[config.mk]
export PLATFORM = sky130hd
export DESIGN_NAME = seq_divider
export DESIGN_NICKNAME = d
export VERILOG_FILES = /design/src/rtl/seq_div_pkg.sv /design/src/rtl/seq_div_stage.sv /design/src/rtl/seq_divider.sv
export SDC_FILE = /design/constraint.sdc
export NUM_CORES = 1
export LEC_CHECK = 0
export CORE_MARGIN = 8
export CORE_UTILIZATION = 55
export CTS_BUF_LIST = sky130_fd_sc_hd__clkbuf_4
export DETAILED_ROUTE_END_ITERATION = 10
export PLACE_DENSITY_LB_ADDON = 0.15
export SYNTH_ARGS = -nofsm -noshare
export SYNTH_HDL_FRONTEND = slang
export SYNTH_SLANG_ARGS = --single-unit
[constraint.sdc]
create_clock -name clk -period 3.36 [get_ports clk]
set_input_delay 0.672 -clock clk [delete_from_list [all_inputs] [get_ports clk]]
set_output_delay 0.672 -clock clk [all_outputs]
set_load 0.005 [all_outputs]
[src/rtl/seq_div_pkg.sv]
// Shared types and helpers for the sequential signed restoring divider.
package seq_div_pkg;

  typedef enum logic [1:0] {
    IDLE = 2'd0,
    LOAD = 2'd1,
    ITER = 2'd2,
    FIX  = 2'd3
  } state_t;

  localparam int DEF_WIDTH = 8;
  localparam int CNT_W     = $clog2(DEF_WIDTH) + 1;
  // Magnitude helper works at this fixed width; callers sign-extend into it.
  localparam int ABS_W     = 64;

  function automatic int cnt_width(input int w);
    return $clog2(w) + 1;
  endfunction

  function automatic logic [ABS_W-1:0] abs_u(input logic signed [ABS_W-1:0] v);
    logic [ABS_W-1:0] u;
    u = v;
    return v[ABS_W-1] ? -u : u;
  endfunction

endpackage

[src/rtl/seq_div_stage.sv]
// One combinational restoring-division step: shift {rem,quo} left, trial-subtract dsr.
module seq_div_stage #(
  parameter int WIDTH = 8
) (
  input  logic [WIDTH:0]   rem,
  input  logic [WIDTH-1:0] quo,
  input  logic [WIDTH-1:0] dsr,
  output logic [WIDTH:0]   rem_next,
  output logic [WIDTH-1:0] quo_next
);

  logic [WIDTH:0]   rem_sh;
  logic [WIDTH+1:0] trial;
  logic             trial_neg;
  // The partial remainder stays below dsr, so its top bit is always clear before the shift.
  logic             unused_rem_msb;

  assign unused_rem_msb = rem[WIDTH];
  assign rem_sh         = {rem[WIDTH-1:0], quo[WIDTH-1]};
  assign trial          = {1'b0, rem_sh} - {2'b00, dsr};
  assign trial_neg      = trial[WIDTH+1];

  always_comb begin
    rem_next = rem_sh;
    quo_next = {quo[WIDTH-2:0], 1'b0};
    if (!trial_neg) begin
      rem_next = trial[WIDTH:0];
      quo_next = {quo[WIDTH-2:0], 1'b1};
    end
  end

endmodule

[src/rtl/seq_divider.sv]
// Multi-cycle signed restoring divider, one quotient bit per cycle, C-style truncation.
// Optional divide-by-zero short-cut enabled by defining SEQ_DIV_ZERO_DET_EN.
module seq_divider
  import seq_div_pkg::*;
#(
  parameter int WIDTH = 8
) (
  input  logic                    clk,
  input  logic                    rst_n,
  input  logic                    start,
  input  logic signed [WIDTH-1:0] dividend,
  input  logic signed [WIDTH-1:0] divisor,
  output logic signed [WIDTH-1:0] quotient,
  output logic signed [WIDTH-1:0] remainder,
  output logic                    busy,
  output logic                    done,
  output logic                    div_by_zero
);

  localparam int CW = cnt_width(WIDTH);

  state_t state, state_next;

  logic signed [WIDTH-1:0] dvd_reg;
  logic signed [WIDTH-1:0] dvs_reg;
  logic [WIDTH:0]          rem_reg;
  logic [WIDTH-1:0]        quo_reg;
  logic [WIDTH-1:0]        dsr_reg;
  logic [CW-1:0]           cnt;
  logic                    sd;
  logic                    sv;

  logic [WIDTH:0]          rem_step;
  logic [WIDTH-1:0]        quo_step;
  logic [ABS_W-1:0]        dvd_abs;
  logic [ABS_W-1:0]        dvs_abs;
  logic                    unused_abs_hi;

  function automatic logic [WIDTH-1:0] neg_if(input logic n, input logic [WIDTH-1:0] v);
    return n ? -v : v;
  endfunction

  assign dvd_abs = abs_u({{(ABS_W-WIDTH){dvd_reg[WIDTH-1]}}, dvd_reg});
  assign dvs_abs = abs_u({{(ABS_W-WIDTH){dvs_reg[WIDTH-1]}}, dvs_reg});
  assign unused_abs_hi = ^{dvd_abs[ABS_W-1:WIDTH], dvs_abs[ABS_W-1:WIDTH]};

  seq_div_stage #(
    .WIDTH (WIDTH)
  ) u_stage (
    .rem      (rem_reg),
    .quo      (quo_reg),
    .dsr      (dsr_reg),
    .rem_next (rem_step),
    .quo_next (quo_step)
  );

`ifdef SEQ_DIV_ZERO_DET_EN
  logic dz;
  logic dbz_reg;
  assign div_by_zero = dbz_reg;
`else
  assign div_by_zero = 1'b0;
`endif

  always_ff @(posedge clk or negedge rst_n) begin
    if (!rst_n) begin
      state <= IDLE;
    end else begin
      state <= state_next;
    end
  end

  always_comb begin
    state_next = state;
    case (state)
      IDLE: if (start) state_next = LOAD;
      LOAD: begin
        state_next = ITER;
`ifdef SEQ_DIV_ZERO_DET_EN
        if (dvs_reg == '0) state_next = FIX;
`endif
      end
      ITER: if (cnt == CW'(WIDTH - 1)) state_next = FIX;
      FIX:  state_next = IDLE;
      default: state_next = IDLE;
    endcase
  end

  always_ff @(posedge clk or negedge rst_n) begin
    if (!rst_n) begin
      dvd_reg   <= '0;
      dvs_reg   <= '0;
      rem_reg   <= '0;
      quo_reg   <= '0;
      dsr_reg   <= '0;
      cnt       <= '0;
      sd        <= 1'b0;
      sv        <= 1'b0;
      quotient  <= '0;
      remainder <= '0;
      busy      <= 1'b0;
      done      <= 1'b0;
`ifdef SEQ_DIV_ZERO_DET_EN
      dz        <= 1'b0;
      dbz_reg   <= 1'b0;
`endif
    end else begin
      done <= 1'b0;
      case (state)
        IDLE: begin
          if (start) begin
            dvd_reg <= dividend;
            dvs_reg <= divisor;
            busy    <= 1'b1;
          end
        end
        // Magnitudes are unsigned, so the most negative operand needs no special case.
        LOAD: begin
          sd      <= dvd_reg[WIDTH-1];
          sv      <= dvs_reg[WIDTH-1];
          quo_reg <= dvd_abs[WIDTH-1:0];
          dsr_reg <= dvs_abs[WIDTH-1:0];
          rem_reg <= '0;
          cnt     <= '0;
`ifdef SEQ_DIV_ZERO_DET_EN
          dz      <= (dvs_reg == '0);
`endif
        end
        ITER: begin
          rem_reg <= rem_step;
          quo_reg <= quo_step;
          cnt     <= cnt + CW'(1);
        end
        FIX: begin
`ifdef SEQ_DIV_ZERO_DET_EN
          dbz_reg <= dz;
          if (dz) begin
            quotient  <= '1;
            remainder <= dvd_reg;
          end else
`endif
          begin
            quotient  <= neg_if(sd ^ sv, quo_reg);
            remainder <= neg_if(sd, rem_reg[WIDTH-1:0]);
          end
          done <= 1'b1;
          busy <= 1'b0;
        end
        default: ;
      endcase
    end
  end

endmodule

==> results of run 1 <==
-- final timing paths --
path,from,end,depth (start not counted)
min reg2reg,cnt[0],cnt[0],1
min in group clk,cnt[0],cnt[0],1
max in group asynchronous,rst_n,dvd_reg[7],2
max,quo_reg[7],rem_reg[6],8
max reg2reg,quo_reg[7],rem_reg[6],8
min,rst_n,quotient[3],1
-- synth_stat cells, types with 2 or more instances --
cell type	number	area, µm²
sky130_fd_sc_hd__inv_1	29	108.9
sky130_fd_sc_hd__xnor2_1	14	122.6
sky130_fd_sc_hd__o22ai_1	2	12.51
sky130_fd_sc_hd__nor3_1	4	20.02
sky130_fd_sc_hd__o31ai_1	6	45.04
sky130_fd_sc_hd__or3_1	5	31.28
sky130_fd_sc_hd__buf_2	2	10.01
sky130_fd_sc_hd__nand3_1	5	25.02
sky130_fd_sc_hd__nor2_1	34	127.6
sky130_fd_sc_hd__xor2_1	13	113.9
sky130_fd_sc_hd__nand2b_1	2	12.51
sky130_fd_sc_hd__ha_1	17	212.7
sky130_fd_sc_hd__o21ai_0	20	100.1
sky130_fd_sc_hd__a21boi_0	2	15.01
sky130_fd_sc_hd__a21o_1	2	15.01
sky130_fd_sc_hd__a32oi_1	2	17.52
sky130_fd_sc_hd__nor2b_1	5	31.28
sky130_fd_sc_hd__mux2i_1	12	120.1
sky130_fd_sc_hd__a22o_1	3	26.28
sky130_fd_sc_hd__a211oi_1	2	15.01
sky130_fd_sc_hd__dfrtp_1	66	1652
sky130_fd_sc_hd__nor4_1	2	12.51
sky130_fd_sc_hd__mux2_2	26	292.8
sky130_fd_sc_hd__a21oi_1	30	150.1
sky130_fd_sc_hd__nand2_1	26	97.59
sky130_fd_sc_hd__clkbuf_1	12	45.04
-- power breakdown --
part / switching [mW] / internal [mW]
combinational: 0.999 / 1.04
sequential: 0.337 / 1.15
clock: 0.280 / 0.218
-- cell type report --
cell class                      instances  area (µm²)
Clock buffer                            9       67.56
Clock inverter                          7       60.06
Fill cell                             534        2195
Inverter                               29       108.9
Multi-Input combinational cell        249        1742
Sequential cell                        66        1652
Tap cell                               77       96.34
Timing Repair Buffer                   41       392.9
-- logic make-up after synthesis --
kind of cell / count (synthesis)
compound gates: 77
xor+xnor: 27
fa+ha+maj: 18
buf+inv: 44
flops: 66
mux: 38
other cells: 1
simple gates: 88
-- metal layers --
layer | vias up | wire (µm) | share of wire [%]
met5 | - | 0 | 0
met4 | 0 | 113 | 1.7
met3 | 8 | 333 | 5.0
met2 | 49 | 2904 | 44
met1 | 1192 | 3310 | 50
li1 | 1309 | - | -
-- cell usage in the layout (no fill, tap or decap), types with 3 or more instances in the layout --
cell                               n
sky130_fd_sc_hd__inv_1            29
sky130_fd_sc_hd__mux2i_1          12
sky130_fd_sc_hd__o31ai_1           6
sky130_fd_sc_hd__xnor2_1          14
sky130_fd_sc_hd__nor2_1           34
sky130_fd_sc_hd__o21ai_0          20
sky130_fd_sc_hd__a21oi_1          30
sky130_fd_sc_hd__ha_1             17
sky130_fd_sc_hd__nand2_1          26
sky130_fd_sc_hd__nand3_1           5
sky130_fd_sc_hd__buf_4             5
sky130_fd_sc_hd__nor2b_1           5
sky130_fd_sc_hd__clkbuf_4          9
sky130_fd_sc_hd__clkdlybuf4s50_1  35
sky130_fd_sc_hd__or3_1             5
sky130_fd_sc_hd__clkinv_2          3
sky130_fd_sc_hd__xor2_1           13
sky130_fd_sc_hd__a22o_1            3
sky130_fd_sc_hd__dfrtp_1          66
sky130_fd_sc_hd__mux2_2           26
sky130_fd_sc_hd__nor3_1            4
==> run summary, run 1 <==
The run gives 0 as the number of buffers inserted to repair setup after CTS. The number of nets in the layout is 433. Static timing analysis puts the maximum clock frequency at 459.6 MHz. The number of clock sinks is 66, and the total instance count after detailed placement is 462. The largest family of logic cells by synthesized area is compound AO/OA/AOI/OAI gates.

After the first detailed-routing iteration, the DRC count stood at 105. The cell area that synthesis handed to floorplanning was 3565 µm². In the finished design, the share of the clock period the worst path needs comes to 64.76%.

Measured on the finished design, the core utilization comes to 65.24%. Area overhead of the layout relative to synthesis: 15.55%. In this run the tightest slew margin relative to its limit is 51.21%. Overall power consumption: 4.025 mW. Setup repair after global routing left no endpoint under its margin. The number of antenna violations at the first check in global routing is 0.

The floorplan has 29 rows. The worst ir drop on vdd is 0.0005047 V, and the overall routing resource usage is 15.93%. Hold repair after CTS inserted 0 buffers.

The run finished with clean final reports. Global routing used 4.250% of the available met3 tracks. STA puts the critical path data required time at 3660 ps.

STA puts the critical path data arrival time at 2470 ps. The post-route standard cell area excluding fillers was 4119 µm²; the part of the Yosys area used for sequential elements was 46.33%. The logs give 247.0 ps for the hold slack and 0 for the number of nets with antenna violations after detailed routing. By startpoint and endpoint, the worst setup path is classified as reg -> reg.

Fraction of final layout cells with drive strength greater than 1: 11.72%. The buffering stage count on the worst path with inverters included came out at 1. Entering global routing, the biggest net connects 28 pins.

Counting every instance in the synthesized netlist gives 359. The global routing met1 resource utilization was 21.62%. Number of distinct standard cells referenced by the synthesized netlist: 42. The logs give 0 for the final number of max-transition violations and 1091 ps for the worst setup slack after placement.

Averaged over all synthesized cells, the footprint is 9.929 µm². After detailed routing, the number of remaining DRC violations is 0. Buffers placed on the I/O ports in this run total 36. The analysis attributes to cell leakage a power of 1.909 nW.

The final cell count without fillers is 478. In this run the worst path has a maximum fanout of 3. At the pin with the least slew margin, the transition time is 731.8 ps.

The simple-gate portion of the synthesized area was 11.02%; the buffer depth of the longest clock path was 2. TritonCTS built the clock tree. The synthesized design contains 0 enable-type register cells. The floorplan die width is 96.51 µm.

The number of maximum-capacitance constraint violations was 0. Power spread over the standard cell area amounts to 977.3 nW/µm². The signal on the critical path passes through inv_1 > ha_1 > fa_1 > nand2b_1 > a21oi_1 > mux2i_1 > a211oi_1 > a211o_1.

The number of gates resized after CTS was 0. Type of the worst min-delay path: in -> async. The logs give 0 for the final hold violation count and 0 for the antenna diode instance count. The Yosys step of the flow raised 0 warnings. The number of top-level pins was 38.

Detailed routing inserted a total of 2,558 vias. In the synthesized netlist, mux cells make up 11.58% of the area. The via count of the first global-routing pass was 2,491; the parity-gate share of the synthesized area counting xor and xnor cells was 6.634%. The first global-routing pass estimated 11,580 µm of wire. The first-pass detailed-route iteration total is 5, and the core box area is 6314 µm². Most common flop cell mapped by yosys: sky130_fd_sc_hd__dfrtp_1.

The longest individual stage delay on the worst path is 410 ps. The tree is rooted in a sky130_fd_sc_hd__clkbuf_4. For the final routed database, the setup TNS stands at 0 ps. The die outline height was 96.51 µm.

The fraction of the mapped netlist area in compound gates was 12.99%. The minimum setup slack among reg-to-reg paths is 1180 ps. Type of element launching the critical path: a register. Once the floorplan was initialized, standard cells occupied 56.46% of the core. In this run the number of H-tree levels came out at 3.

The number of clock buffers added by TritonCTS is 9. The largest individual stage delay along the critical path comes from the cell sky130_fd_sc_hd__fa_1. The smallest clock period supported by the final layout is computed as 2176 ps. The global placer's final weighted congestion came out at 0.8658.

Post-synthesis adder-cell area fraction: 6.529%. The run gives 410 ps as the clock insertion delay at the later pin of the skew report. The type of destination of the critical path was a register.

For the residual overflow from global routing, the log shows 0. The met2 usage was 23.45%; the placement-stage cell area was 3991 µm². The tools report the total wire length as 6663 µm. The cell family contributing the most delay on the critical path is adder cells. The clock transition at the registers of the reported paths was 120 ps; the die area was 9313 µm².

The async set-reset flop share out of synthesis was 100.0%; the clock skew was 19.27 ps. The total nets after synthesis came out at 396. Setup violations remaining at the end of the flow were counted as 0. The worst path meets setup with 1184 ps of slack. Dividing the detail-routed wire length by the instance count gives 13.94 µm. The tools report the post-detailed-placement half-perimeter wirelength as 4990 µm. After synthesis the netlist holds a flip-flop and latch count of 66.

The detail-routed via count per cell came out at 5.351. After global routing, the most crowded layer is met2.
No activity file was read; power rests on OpenSTA's default activity.
==> inputs of run 2 (changes only) <==
Settings changed: CORE_UTILIZATION 55 to 53.
Clock period 3.36 ns to 1.82 ns, I/O delays scaled along.
==> run 2 against run 1 <==
Effect of this change: the flow now finishes with violations (setup timing); routed wire length increased by 10%; first-iteration DRC count is 18% higher; cell count rose by 7.1%; core utilization rose by 3.2 points; register-to-register slack lost 1300 ps; die area increased by 3.1%.
==> run summary, run 2 (same netlist as run 1, synthesis figures left out) <==
The buffer depth of the longest clock path is 2 (unchanged), and the cell leakage power is 2.093 nW (+9.6%). The logs give 2,701 (+8.4%) for the via count of the first global-routing pass and 4247 µm² (+6.4%) for the placement-stage cell area. The clock transition at the registers of the reported paths is 100 ps (-20 ps), and the number of antenna violations at the first check in global routing is 0 (unchanged). The depth of the most critical reg-to-reg path is 7 (-1).

The logs give 12,260 µm (+5.9%) for the global-route wire length before repair and 66 (unchanged) for the number of clock sinks. Number of nets with antenna violations after detailed routing: 0 (unchanged). The run finished, with violations left. The type of the worst min-delay path was in -> async. The worst setup slack after placement is -45.51 ps (-1137 ps), and the area overhead of the layout relative to synthesis is 27.48%.

The tools report the type of element launching the critical path as a register. The worst ir drop on vdd is 0.0008491 V (+68%). For the total instance count after detailed placement, the log shows 492 (+6.5%). The kind of critical path was reg -> reg.

The antenna diode instance count came out at 0 (unchanged). The checks that failed: setup timing. The final critical-path setup slack was -80.66 ps (-1265 ps); the maximum operating frequency was 526.1 MHz (+14%). The die area is 9606 µm² (+3.1%).

The total wire length is 7350 µm (+10%), and the post-route standard cell area excluding fillers is 4544 µm² (+10%). Setup repair after global routing could not meet its margin everywhere. First-pass detailed-route iteration total: 4 (-1). The run gives 68.40% (+3.2 points) as the share of the core filled with cells in the final layout. The core box area came out at 6644 µm² (+5.2%).

The total CTS buffers is 9 (unchanged). The clock root buffer master was sky130_fd_sc_hd__clkbuf_4. The share of the cycle needed by the critical path after routing is 104.4% (+40 points), and the clock insertion delay at the later pin of the skew report is 410 ps (about the same). The final hold violation count is 0 (unchanged), and the initial standard-cell utilization of the core is 53.65% (-2.8 points). Reg-to-reg critical path startpoint: dsr_reg[0]. Pin count of the biggest net entering global routing: 67 (+140%).

The tools report the filler cell count in the final layout as 540 (+1.1%). The residual DRC count came out at 0 (unchanged). Fraction of final layout cells with drive strength greater than 1: 23.61% (+12 points). The run gives 124 (+18%) as the iteration-0 DRC count of the detailed router.

The data arrival time at the worst-slack endpoint is 2190 ps (-280 ps). The run gives 17.59 ps (-1.678 ps) as the clock skew. The power per cell area was 1818 nW/µm² (+86%).

The minimum setup slack among reg-to-reg paths is -80 ps (-1260 ps). Post-detailed-placement half-perimeter wirelength: 5330 µm (+6.8%). Number of maximum-capacitance constraint violations: 0 (unchanged). Final number of max-transition violations: 0 (unchanged).

The logs give 512 (+7.1%) for the final cell count without fillers and 15.79% (-0.14 points) for the overall routing resource usage. The tools report the via count of the routed design as 2,728 (+6.6%). The logs give 2110 ps (-1550 ps) for the required time of the worst setup path and 30 (+3.4%) for the placement row count. The mean routed wirelength per cell is 14.36 µm (+3.0%). The detail-routed via count per cell came out at 5.328 (-0.44%). STA classifies the critical path endpoint as a register. The number of top-level pins is 38 (unchanged), and the total setup violations reported at the end of the flow is 1 (+1).

Global placer's final weighted congestion: 0.8349 (-3.6%). TritonCTS built the clock tree. In the layout the commonest cells are 66 x sky130_fd_sc_hd__dfrtp_1, 35 x sky130_fd_sc_hd__clkdlybuf4s50_1, 33 x sky130_fd_sc_hd__buf_4. The floorplan die width is 98.01 µm (+1.6%). Post-layout minimum cycle time: 1901 ps (-275.3 ps). The maximum net fanout on the critical path works out to 2 (-1). Source of the critical timing path: dsr_reg[0]. The run gives -80.66 ps (-80.66 ps) as the final setup TNS. The number of buffers inserted by port buffering was 36 (unchanged). The residual overflow from global routing is 0 (unchanged), and the die outline height is 98.01 µm (+1.6%). The number of nets in the layout is 465 (+7.4%), and the maximum level of the CTS H-tree is 3 (unchanged).

Leaving out fill and tap cells, the most frequent cell in the layout is sky130_fd_sc_hd__dfrtp_1.
## run 2: path summary, 6_finish.rpt
path,to
setup / recovery,rem_reg[6]
hold / removal,remainder[3]
setup reg to reg,rem_reg[6]
hold reg to reg,remainder[0]
max in group asynchronous,dsr_reg[4]
min in group clk,remainder[0]
## run 2: timing repair
item / in CTS / in global routing
hold buffers: 1 / 0
endpoints found under the setup margin: 8 / 11
buffers inserted: 0 / 4
resized for setup: 5 / 15
hold endpoints to repair: 66 / 0
pin swaps: 0 / 3
## run 2: worst max-delay path, cell delays in order, from the launching register on
cell and delay [ps]:
sky130_fd_sc_hd__dfrtp_1 400, sky130_fd_sc_hd__ha_2 200, sky130_fd_sc_hd__fa_2 360, sky130_fd_sc_hd__nand2b_4 150, sky130_fd_sc_hd__a21oi_2 150, sky130_fd_sc_hd__mux2i_1 200
sky130_fd_sc_hd__a211oi_1 90, sky130_fd_sc_hd__a211o_1 240
## run 2: cell type report
cell class | instances | area, µm² | area share (%)
Tap cell | 80 | 100.1 | 2.203
Timing Repair Buffer | 73 | 664.4 | 14.62
Sequential cell | 66 | 1652 | 36.34
Clock inverter | 6 | 82.58 | 1.817
Inverter | 29 | 108.9 | 2.395
Clock buffer | 9 | 67.56 | 1.487
Multi-Input combinational cell | 249 | 1869 | 41.13
## run 2: through the flow
| stage | total power [mW] | hold slack [ps] |
|---|---|---|
| 2_1_floorplan | 5.480 | 68.41 |
| 3_3_place_gp | 6.874 | 407.3 |
| 3_5_place_dp | 7.022 | 409.4 |
| 4_1_cts | 8.159 | 492.4 |
| 5_1_grt | 8.989 | 527.8 |
| 6_report | 8.261 | 496.9 |
## run 2: report_power, final
group | switching (mW) | total (mW) | internal (mW)
combinational | 2.07 | 4.46 | 2.39
sequential | 0.606 | 2.73 | 2.13
clock | 0.526 | 1.07 | 0.543
## run 2: per-layer routing
metal | global-route usage [%] | share of wire (%) | vias to the layer above
li1 | - | - | 1377
met4 | 6.835 | 1.5 | 0
met2 | 23.81 | 45 | 60
met3 | 4.765 | 5.9 | 8
met1 | 20.46 | 48 | 1283
met5 | 0 | 0 | -
==> inputs of run 3 (changes only) <==
Settings changed: RECOVER_POWER from default to 100.
==> run 3 against run 2 <==
Effect of this change: the run still ends with setup timing left; routed wire length rose by 0.14%; sequential cell count did not move; register-to-register slack barely moved; cell area fell by 1.5%; critical endpoint unchanged.
==> run summary, run 3 (same netlist as run 1, synthesis figures left out) <==
The run finished, with violations left. The final reports fail on setup timing. The global placer's final weighted congestion came out at 0.8349 (unchanged). For the detailed-routed wire length on met3, the log shows 363 µm (-16%). Slew at the pin closest to its max-slew limit: 889.9 ps. The tools report the final setup TNS as -93.96 ps (-13.31 ps). Final critical-path setup slack: -79.60 ps (+1.055 ps). The pin count of the biggest net entering global routing was 67 (unchanged). Filler cell count in the final layout: 554 (+2.6%). Setup repair after global routing could not meet its margin everywhere.

The total CTS buffers is 9 (unchanged), and the met1 routed wirelength after detailed routing is 3592 µm (+2.2%). The via count of the first global-routing pass is 2,701 (unchanged). The run gives 2.076 nW (-0.77%) as the cell leakage power. Clock root buffer master: sky130_fd_sc_hd__clkbuf_4. The run gives 53.65% (unchanged) as the initial standard-cell utilization of the core. The run gives 0 (unchanged) as the residual overflow from global routing. Highest metal layer used by the detailed router: met4.

Number of buffers inserted by port buffering: 36 (unchanged). The global-route wire length before repair came out at 12,260 µm (unchanged). The run gives 0.0008502 V (+0.13%) as the worst ir drop on vdd. The number of nets with antenna violations after detailed routing is 0 (unchanged), and the sequential cell fraction of total power is 33.7% (+0.6 points). The net switching share of the total power came out at 39.53% (+0.75 points).

The power per cell area is 1801 nW/µm² (-0.94%). The detail-routed via count per cell was 5.363 (+0.66%); the die area was 9606 µm² (unchanged). The relative slew slack is 40.67%.

The maximum level of the CTS H-tree is 3 (unchanged), and the floorplan die width is 98.01 µm (unchanged). The library cells used most frequently in the layout, excluding fill and tap cells, are 66 x sky130_fd_sc_hd__dfrtp_1, 32 x sky130_fd_sc_hd__nor2_1, 29 x sky130_fd_sc_hd__inv_1. Post-layout minimum cycle time: 1900 ps (-1.054 ps). TritonCTS built the clock tree. The longest individual stage delay on the worst path was 400 ps (about the same). Required time of the worst setup path: 2110 ps (about the same). Traced cell by cell, the critical path runs through ha_2 > fa_2 > nand2b_4 > a21oi_2 > mux2i_1 > a211oi_1 > a211o_1.

For this design, the slowest cell found on the critical path is sky130_fd_sc_hd__dfrtp_1. For the number of clock sinks, the log shows 66 (unchanged). The clock insertion delay at the later pin of the skew report came out at 410 ps (about the same).

The placement row count was 30 (unchanged); the mean routed wirelength per cell was 14.38 µm (+0.14%). The clock skew is 17.99 ps (+0.3921 ps), and the number of top-level pins is 38 (unchanged). Total setup violations reported at the end of the flow: 4 (+3). The tools report the type of destination of the critical path as a register. The post-detailed-placement half-perimeter wirelength is 5330 µm (unchanged). The maximum net fanout on the critical path came out at 2 (unchanged). The worst setup path is of the reg -> reg kind. The buffer depth of the longest clock path is 2 (unchanged), and the via count of the routed design is 2,746 (+0.66%). Switching power summed over all nets: 3.186 mW (-0.56%).

The min-delay analysis places its worst path in the category reg -> reg. The internal power contribution is 4.873 mW (-3.6%). The antenna diode instance count is 0 (unchanged), and the first-pass detailed-route iteration total is 4 (unchanged). For the residual DRC count, the log shows 0 (unchanged).

Share of the cycle needed by the critical path after routing: 104.4% (about the same). The final hold violation count is 0 (unchanged), and the area overhead of the layout relative to synthesis is 25.55%. The run gives 15.79% (unchanged) as the overall routing resource usage.

The most common library cell in the layout ignoring fill and taps is sky130_fd_sc_hd__dfrtp_1. For the iteration-0 DRC count of the detailed router, the log shows 99 (-20%). The data arrival time at the worst-slack endpoint is 2190 ps (about the same), and the clock transition at the registers of the reported paths is 100 ps (about the same). The worst setup path is launched from a register. The number of antenna violations at the first check in global routing was 0 (unchanged).

The logic gate share of total power is 53.0% (-1.0 points), and the final number of max-transition violations is 0 (unchanged). The total wire length is 7360 µm (+0.14%), and the die outline height is 98.01 µm (unchanged). The met2 wire length was 3297 µm (+0.15%); the core box area was 6644 µm² (unchanged).

The number of nets in the layout is 465 (unchanged), and the fraction of final layout cells with drive strength greater than 1 is 21.76% (-1.9 points). The relative contribution of the clock network to total power was 13.3% (+0.4 points). The run gives 0 (unchanged) as the number of maximum-capacitance constraint violations.

The maximum operating frequency was 526.4 MHz (about the same). For the overall power consumption, the log shows 8.059 mW (-2.4%).
-- run 3: cell count changes in the layout (fill, tap and decap cells not counted) --
cell / change
sky130_fd_sc_hd__buf_4: -5
sky130_fd_sc_hd__or3_4: -1
sky130_fd_sc_hd__dlygate4sd3_1: +18
sky130_fd_sc_hd__or3_1: +1
sky130_fd_sc_hd__buf_12: -2
sky130_fd_sc_hd__ha_1: +1
sky130_fd_sc_hd__clkbuf_2: +1
sky130_fd_sc_hd__ha_4: -1
sky130_fd_sc_hd__clkbuf_4: +1
sky130_fd_sc_hd__o31ai_1: +1
sky130_fd_sc_hd__clkdlybuf4s50_1: -18
sky130_fd_sc_hd__o31ai_2: -1
sky130_fd_sc_hd__clkbuf_1: +5
-- run 3: worst paths after layout --
| check | from | to | slack, ps | cells past startpoint |
|---|---|---|---|---|
| max in group asynchronous | rst_n | dsr_reg[4] | 520 | 3 |
| max | dsr_reg[0] | rem_reg[6] | -80 | 7 |
| max reg2reg | dsr_reg[0] | rem_reg[6] | -80 | 7 |
| min in group asynchronous | rst_n | remainder[3] | 720 | 3 |
| min | remainder[0] | remainder[0] | 510 | 1 |
| min reg2reg | remainder[0] | remainder[0] | 510 | 1 |
-- run 3: timing repair --
| action | CTS | global route |
|---|---|---|
| hold buffers | 1 | 0 |
| hold endpoints to repair | 66 | 0 |
| buffers inserted | 0 | 4 |
| setup endpoints to repair | 8 | 11 |
| gates resized for setup | 5 | 15 |
| pin swaps | 0 | 3 |
-- run 3: per-stage QoR --
| step | hold WS, ps | util [%] | setup slack [ps] | std cells | cell area (µm²) |
|---|---|---|---|---|---|
| after global placement | 407.3 | 63.92 | -5.054 | 492 | 4247 |
| final | 507.0 | 67.36 | -79.60 | 512 | 4476 |
| after global routing | 529.8 | 67.36 | -159.2 | 512 | 4476 |
| after CTS | 492.4 | 66.76 | -68.77 | 508 | 4436 |
| after floorplan | 68.41 | - | -8.881 | 359 | 3591 |
| after detailed placement | 409.4 | 63.92 | -45.51 | 492 | 4247 |
-- run 3: worst max-delay path, delay by kind of cell (launching register included) --
kind	cells	cell delay [ps]
flops	1	400
simple gates	1	150
mux	1	200
compound gates	3	480
fa+ha+maj	2	560
-- run 3: power groups by stage --
stage	registers [mW]	clock network, mW	logic, mW
final	2.72	1.07	4.27
after detailed placement	2.77	0	4.26
after floorplan	2.59	0	2.89
after global placement	2.72	0	4.15
after CTS	2.73	1.10	4.33
after global routing	2.83	1.17	4.79
-- run 3: layout make-up --
| class | count | area, µm² | share of cell area, % |
|---|---|---|---|
| timing repair buffer | 73 | 618.1 | 13.81 |
| clock inverter | 6 | 82.58 | 1.845 |
| multi-input combinational | 249 | 1847 | 41.26 |
| sequential | 66 | 1652 | 36.90 |
| tap | 80 | 100.1 | 2.237 |
| clock buffer | 9 | 67.56 | 1.510 |
| inverter | 29 | 108.9 | 2.432 |
-- run 3: metal layers --
metal,GRT usage (%),vias up
met3,4.765,6
met2,23.81,60
met1,20.46,1300
met5,0,-
li1,-,1380
met4,6.835,0
